==> config.mk <==
export PLATFORM = sky130hd
export DESIGN_NAME = i2c_line_conditioner
export DESIGN_NICKNAME = d
export VERILOG_FILES = /design/src/rtl/i2c_line_conditioner.sv
export SDC_FILE = /design/constraint.sdc
export NUM_CORES = 1
export LEC_CHECK = 0
export BUFFER_PORTS_ARGS = -buffer_cell sky130_fd_sc_hd__buf_2
export CORE_MARGIN = 1.5
export CORE_UTILIZATION = 65
export DETAILED_ROUTE_END_ITERATION = 7
export PLACE_DENSITY = 0.92
export RECOVER_POWER = 25
export SLEW_MARGIN = 0
export SYNTH_ARGS = -nofsm -noshare
export SYNTH_HDL_FRONTEND = slang
export SYNTH_SLANG_ARGS = --single-unit
==> constraint.sdc <==
create_clock -name clk -period 6.35 [get_ports clk]
set_clock_uncertainty 0.05 [all_clocks]
set_input_delay 1.27 -clock clk [delete_from_list [all_inputs] [get_ports clk]]
set_output_delay 1.27 -clock clk [all_outputs]
set_load 0.1 [all_outputs]
==> src/rtl/i2c_line_conditioner.sv <==
// i2c_line_conditioner: conditions the raw SCL/SDA pad levels for one open-drain I2C bus.
// It synchronises each line and filters out glitches. From the filtered levels it
// detects START/STOP, tracks bus-busy and flags a bus held low too long.
module i2c_line_conditioner #(
  parameter int unsigned FILTER_LEN    = 4,
  parameter int unsigned STUCK_TIMEOUT = 125000
) (
  input  logic clk,
  input  logic reset,
  input  logic scl_pad_i,
  input  logic sda_pad_i,
  input  logic stuck_clr_i,
  output logic scl_o,
  output logic sda_o,
  output logic start_o,
  output logic stop_o,
  output logic busy_o,
  output logic stuck_o
);

  localparam int unsigned FCW = 4;
  localparam int unsigned SCW = 24;
  localparam int unsigned SCL = 0;
  localparam int unsigned SDA = 1;

  localparam logic [FCW-1:0] FILT_LAST  = FCW'(FILTER_LEN - 1);
  localparam logic [SCW-1:0] STUCK_MAX  = SCW'(STUCK_TIMEOUT);
  localparam logic [SCW-1:0] STUCK_LAST = SCW'(STUCK_TIMEOUT - 1);

  // Index 0 is SCL and index 1 is SDA throughout.
  logic [1:0]     sync1;
  logic [1:0]     sync2;
  logic [1:0]     filt;
  logic [FCW-1:0] fcnt [2];
  logic           scl_q;
  logic           sda_q;
  logic [SCW-1:0] cnt_scl;
  logic [SCW-1:0] cnt_sda;

  logic start_c;
  logic stop_c;
  logic scl_low_c;
  logic sda_low_c;
  logic hit_c;
  logic stuck_rise_c;

  assign scl_o = filt[SCL];
  assign sda_o = filt[SDA];

  // Two-flop synchroniser per line; idles high like the bus.
  always_ff @(posedge clk or posedge reset) begin
    if (reset) begin
      sync1 <= 2'b11;
      sync2 <= 2'b11;
    end else begin
      sync1 <= {sda_pad_i, scl_pad_i};
      sync2 <= sync1;
    end
  end

  // Stability filter: a new level must hold FILTER_LEN synchronised cycles to be accepted.
  always_ff @(posedge clk or posedge reset) begin
    if (reset) begin
      filt    <= 2'b11;
      fcnt[0] <= '0;
      fcnt[1] <= '0;
    end else begin
      for (int i = 0; i < 2; i++) begin
        if (sync2[i] == filt[i]) begin
          fcnt[i] <= '0;
        end else if (fcnt[i] == FILT_LAST) begin
          filt[i] <= sync2[i];
          fcnt[i] <= '0;
        end else begin
          fcnt[i] <= fcnt[i] + FCW'(1);
        end
      end
    end
  end

  // Event and stuck qualifiers decoded from the filtered lines and their delayed copies.
  always_comb begin
    start_c      = sda_q & ~sda_o & scl_q & scl_o;
    stop_c       = ~sda_q & sda_o & scl_q & scl_o;
    scl_low_c    = ~scl_o;
    sda_low_c    = ~sda_o & scl_o;
    hit_c        = (scl_low_c && (cnt_scl == STUCK_LAST)) ||
                   (sda_low_c && (cnt_sda == STUCK_LAST));
    stuck_rise_c = hit_c & ~stuck_o & ~stuck_clr_i;
  end

  // Delayed filtered levels, event pulses and bus ownership.
  always_ff @(posedge clk or posedge reset) begin
    if (reset) begin
      scl_q   <= 1'b1;
      sda_q   <= 1'b1;
      start_o <= 1'b0;
      stop_o  <= 1'b0;
      busy_o  <= 1'b0;
    end else begin
      scl_q   <= scl_o;
      sda_q   <= sda_o;
      start_o <= start_c;
      stop_o  <= stop_c;
      if (stuck_rise_c) begin
        busy_o <= 1'b0;
      end else if (start_c) begin
        busy_o <= 1'b1;
      end else if (stop_c) begin
        busy_o <= 1'b0;
      end
    end
  end

  // Saturating low-time counters and the sticky stuck flag; clear wins over set.
  always_ff @(posedge clk or posedge reset) begin
    if (reset) begin
      cnt_scl <= '0;
      cnt_sda <= '0;
      stuck_o <= 1'b0;
    end else if (stuck_clr_i) begin
      cnt_scl <= '0;
      cnt_sda <= '0;
      stuck_o <= 1'b0;
    end else begin
      if (!scl_low_c) begin
        cnt_scl <= '0;
      end else if (cnt_scl != STUCK_MAX) begin
        cnt_scl <= cnt_scl + SCW'(1);
      end
      if (!sda_low_c) begin
        cnt_sda <= '0;
      end else if (cnt_sda != STUCK_MAX) begin
        cnt_sda <= cnt_sda + SCW'(1);
      end
      if (hit_c) begin
        stuck_o <= 1'b1;
      end
    end
  end

endmodule
==> results.json <==
{
  "status": "finished, final reports clean",
  "grt_max_degree": 54,
  "post-route-util": 0.732,
  "wl_per_cell_um": 16.9,
  "fin_setup_tns_ps": 0,
  "synth.most_common_cell": "dfrtp_1",
  "slowest_delay_ps": 710,
  "drtAntennaViolNets": 0,
  "hold_buffers": 0,
  "synth_edf_count": 0,
  "slowest_stage": "dfstp_1",
  "power_density_nw_per_um2": 310,
  "clk_latency_ps": 350,
  "synthArstFlopShare": 1.00,
  "h-tree-depth": 3,
  "path_depth": 1,
  "synth_nets": 354,
  "antennaDiodeCount": 0,
  "overflow": 0,
  "die_x_um": 75.9,
  "final_nets": 361,
  "ys_ff_latch": 68,
  "place_congestion": 0.809,
  "grt_usage": 0.271,
  "drive_above_1_share": 0.107,
  "worst_slew_pin_slew_ps": 1220,
  "critPathLaunchType": "register",
  "ctsResizeCount": 0,
  "port_buffers": 10,
  "worstSetupEndpointType": "primary output",
  "vias": 2757,
  "cts_num_sinks": 68,
  "netlist_area_um2": 3450,
  "period_needed_ps": 2870,
  "cts_tree": "yes",
  "finalPower_mw": 1.16,
  "synth_top_area_frac": 0.435,
  "wl_um": 7190,
  "vdd_drop_max_mv": 0.353,
  "root_buffer": "clkbuf_8",
  "hold_viol_final": 0,
  "num_io_pins": 11,
  "rsz0062_at_grt": "no",
  "cp_num_buf_inv": 1,
  "grt_pass1_wl_um": 11400,
  "arrival_ps": 1550,
  "critPathMaxFanout": 10,
  "synth_seq_area_share": 0.496,
  "min_period_over_period": 0.452,
  "setup_violations": 0,
  "synth_area_leader_cell": "dfrtp_1",
  "antenna_found_initial": 0,
  "fillers": 327,
  "cap_violations": 0,
  "via_per_inst": 6.49,
  "max_clock_freq_mhz": 348,
  "synth_common_cells": "dfrtp_1 (60), nor2_1 (26), a21oi_1 (25)",
  "dp_hpwl_um": 4570,
  "floorplan.die_area_um2": 5750,
  "clock_tree.buffer_depth": 2,
  "remaining_drc_errors": 0,
  "initial_utilization": 0.676,
  "relSlewSlack": 0.189,
  "grt_pass1_vias": 2518,
  "cp.required_ps": 5030,
  "rows": 26,
  "multi_input_comb_area_um2": 1620,
  "leakagePower_nw": 1.46,
  "ys_types": 48,
  "reg2reg_depth": 4,
  "cts_buffers": 9,
  "netlist_instances": 343,
  "dieHeight_um": 75.9,
  "slew_viol_final": 0,
  "first_iter_violations": 306,
  "cp_top_family": "flip-flops",
  "avgSynthCellArea_um2": 10.1,
  "fp.coreArea_um2": 5110,
  "criticalPathCategory": "reg2out",
  "yosysWarnings": 0,
  "synthToLayoutAreaGrowth_pct": 8.41,
  "seqCellArea_um2": 1710,
  "whs_path_depth": 0,
  "min_path_type": "reg2reg",
  "cts_setup_buffers": 0,
  "synth_area_leaders": "dfrtp_1 (44%), dfstp_2 (6.1%), xor2_1 (4.3%)",
  "hold_ws_ps": 309,
  "clk_pin_slew_ps": 70,
  "dr.pass1.iters": 5,
  "cp_cell_sequence": "buf_2",
  "synthFlopType": "dfrtp_1"
}
==> metrics by stage <==
stage          cells  area [µm²]  setup WS (ps)
6_report         425        3740           3480
5_1_grt          425        3740           3420
4_1_cts          425        3740           3590
3_5_place_dp     409        3510           3720
3_3_place_gp     409        3510           3760
2_1_floorplan    343        3450           3330
==> sequential cells by signal (all words and copies together), names as in the netlist <==
signal / count
busy_o: 1
cnt_scl: 24
cnt_sda: 24
fcnt: 8
filt: 2
scl_q: 1
sda_q: 1
start_o: 1
stop_o: 1
stuck_o: 1
sync1: 2
sync2: 2
==> cells in the final DEF, fill, tap and decap left out, drive strengths merged, types with 4 or more instances in the layout <==
cell / netlist / routed
nor4: 8 / 8
xor2: 17 / 17
o31ai: 15 / 15
xnor2: 6 / 6
and3: 5 / 5
or4: 17 / 17
inv: 9 / 9
dfstp: 8 / 8
o21ai: 9 / 9
and4: 7 / 7
dfrtp: 60 / 60
buf: 2 / 10
nor3: 7 / 7
and2: 4 / 4
nand2: 20 / 20
nand3: 19 / 19
nor2b: 6 / 6
or3: 5 / 5
a21oi: 25 / 25
nor2: 26 / 26
nand4: 18 / 18
ha: 6 / 6
clkbuf: 12 / 12
==> layout make-up <==
| type | instances | area share |
|---|---|---|
| Timing Repair Buffer | 11 | 0.0151 |
| Tap cell | 70 | 0.0234 |
| Clock buffer | 11 | 0.0351 |
| Clock inverter | 5 | 0.0268 |
| Inverter | 9 | 0.00903 |
| Multi-Input combinational cell | 251 | 0.433 |
| Sequential cell | 68 | 0.458 |
==> cells by family (layout without fill, tap and decap cells) <==
| logic type | after synthesis | count (layout) | share of synthesized area |
|---|---|---|---|
| muxes | 2 | 2 | 0.00653 |
| DFF | 68 | 68 | 0.496 |
| adders and majority gates | 6 | 6 | 0.0218 |
| buffers and inverters | 24 | 36 | 0.0344 |
| xor gates and xnor gates | 23 | 23 | 0.0584 |
| AOI/OAI and AO/OA | 58 | 58 | 0.104 |
| and+or+nand+nor | 162 | 162 | 0.278 |
==> per-layer routing <==
metal  vias to the layer above  wire (µm)  GRT usage
met5                         -          0          0
met4                         0        161      0.131
met3                        14        401     0.0873
met2                       108       3570      0.436
met1                      1344       3060      0.331
li1                       1291          -          -
==> report_power, final <==
group / switching, mW / total (mW) / leakage [nW] / internal, mW
Combinational: 0.170 / 0.226 / 0.428 / 0.0561
Sequential: 0.0367 / 0.515 / 0.913 / 0.478
Clock: 0.161 / 0.421 / 0.117 / 0.260
==> path summary, 6_finish.rpt <==
kind / from / slack [ps] / endpoint
worst min register to register: sync1[1] / 310 / sync2[1]
worst min-delay path: sync1[1] / 310 / sync2[1]
worst max register to register: cnt_scl[2] / 4150 / cnt_scl[21]
worst max-delay path: filt[0] / 3480 / scl_o
max in group asynchronous: reset / 4250 / fcnt[2]
min in group asynchronous: reset / 920 / cnt_scl[0]
No activity file was read; power rests on OpenSTA's default activity.
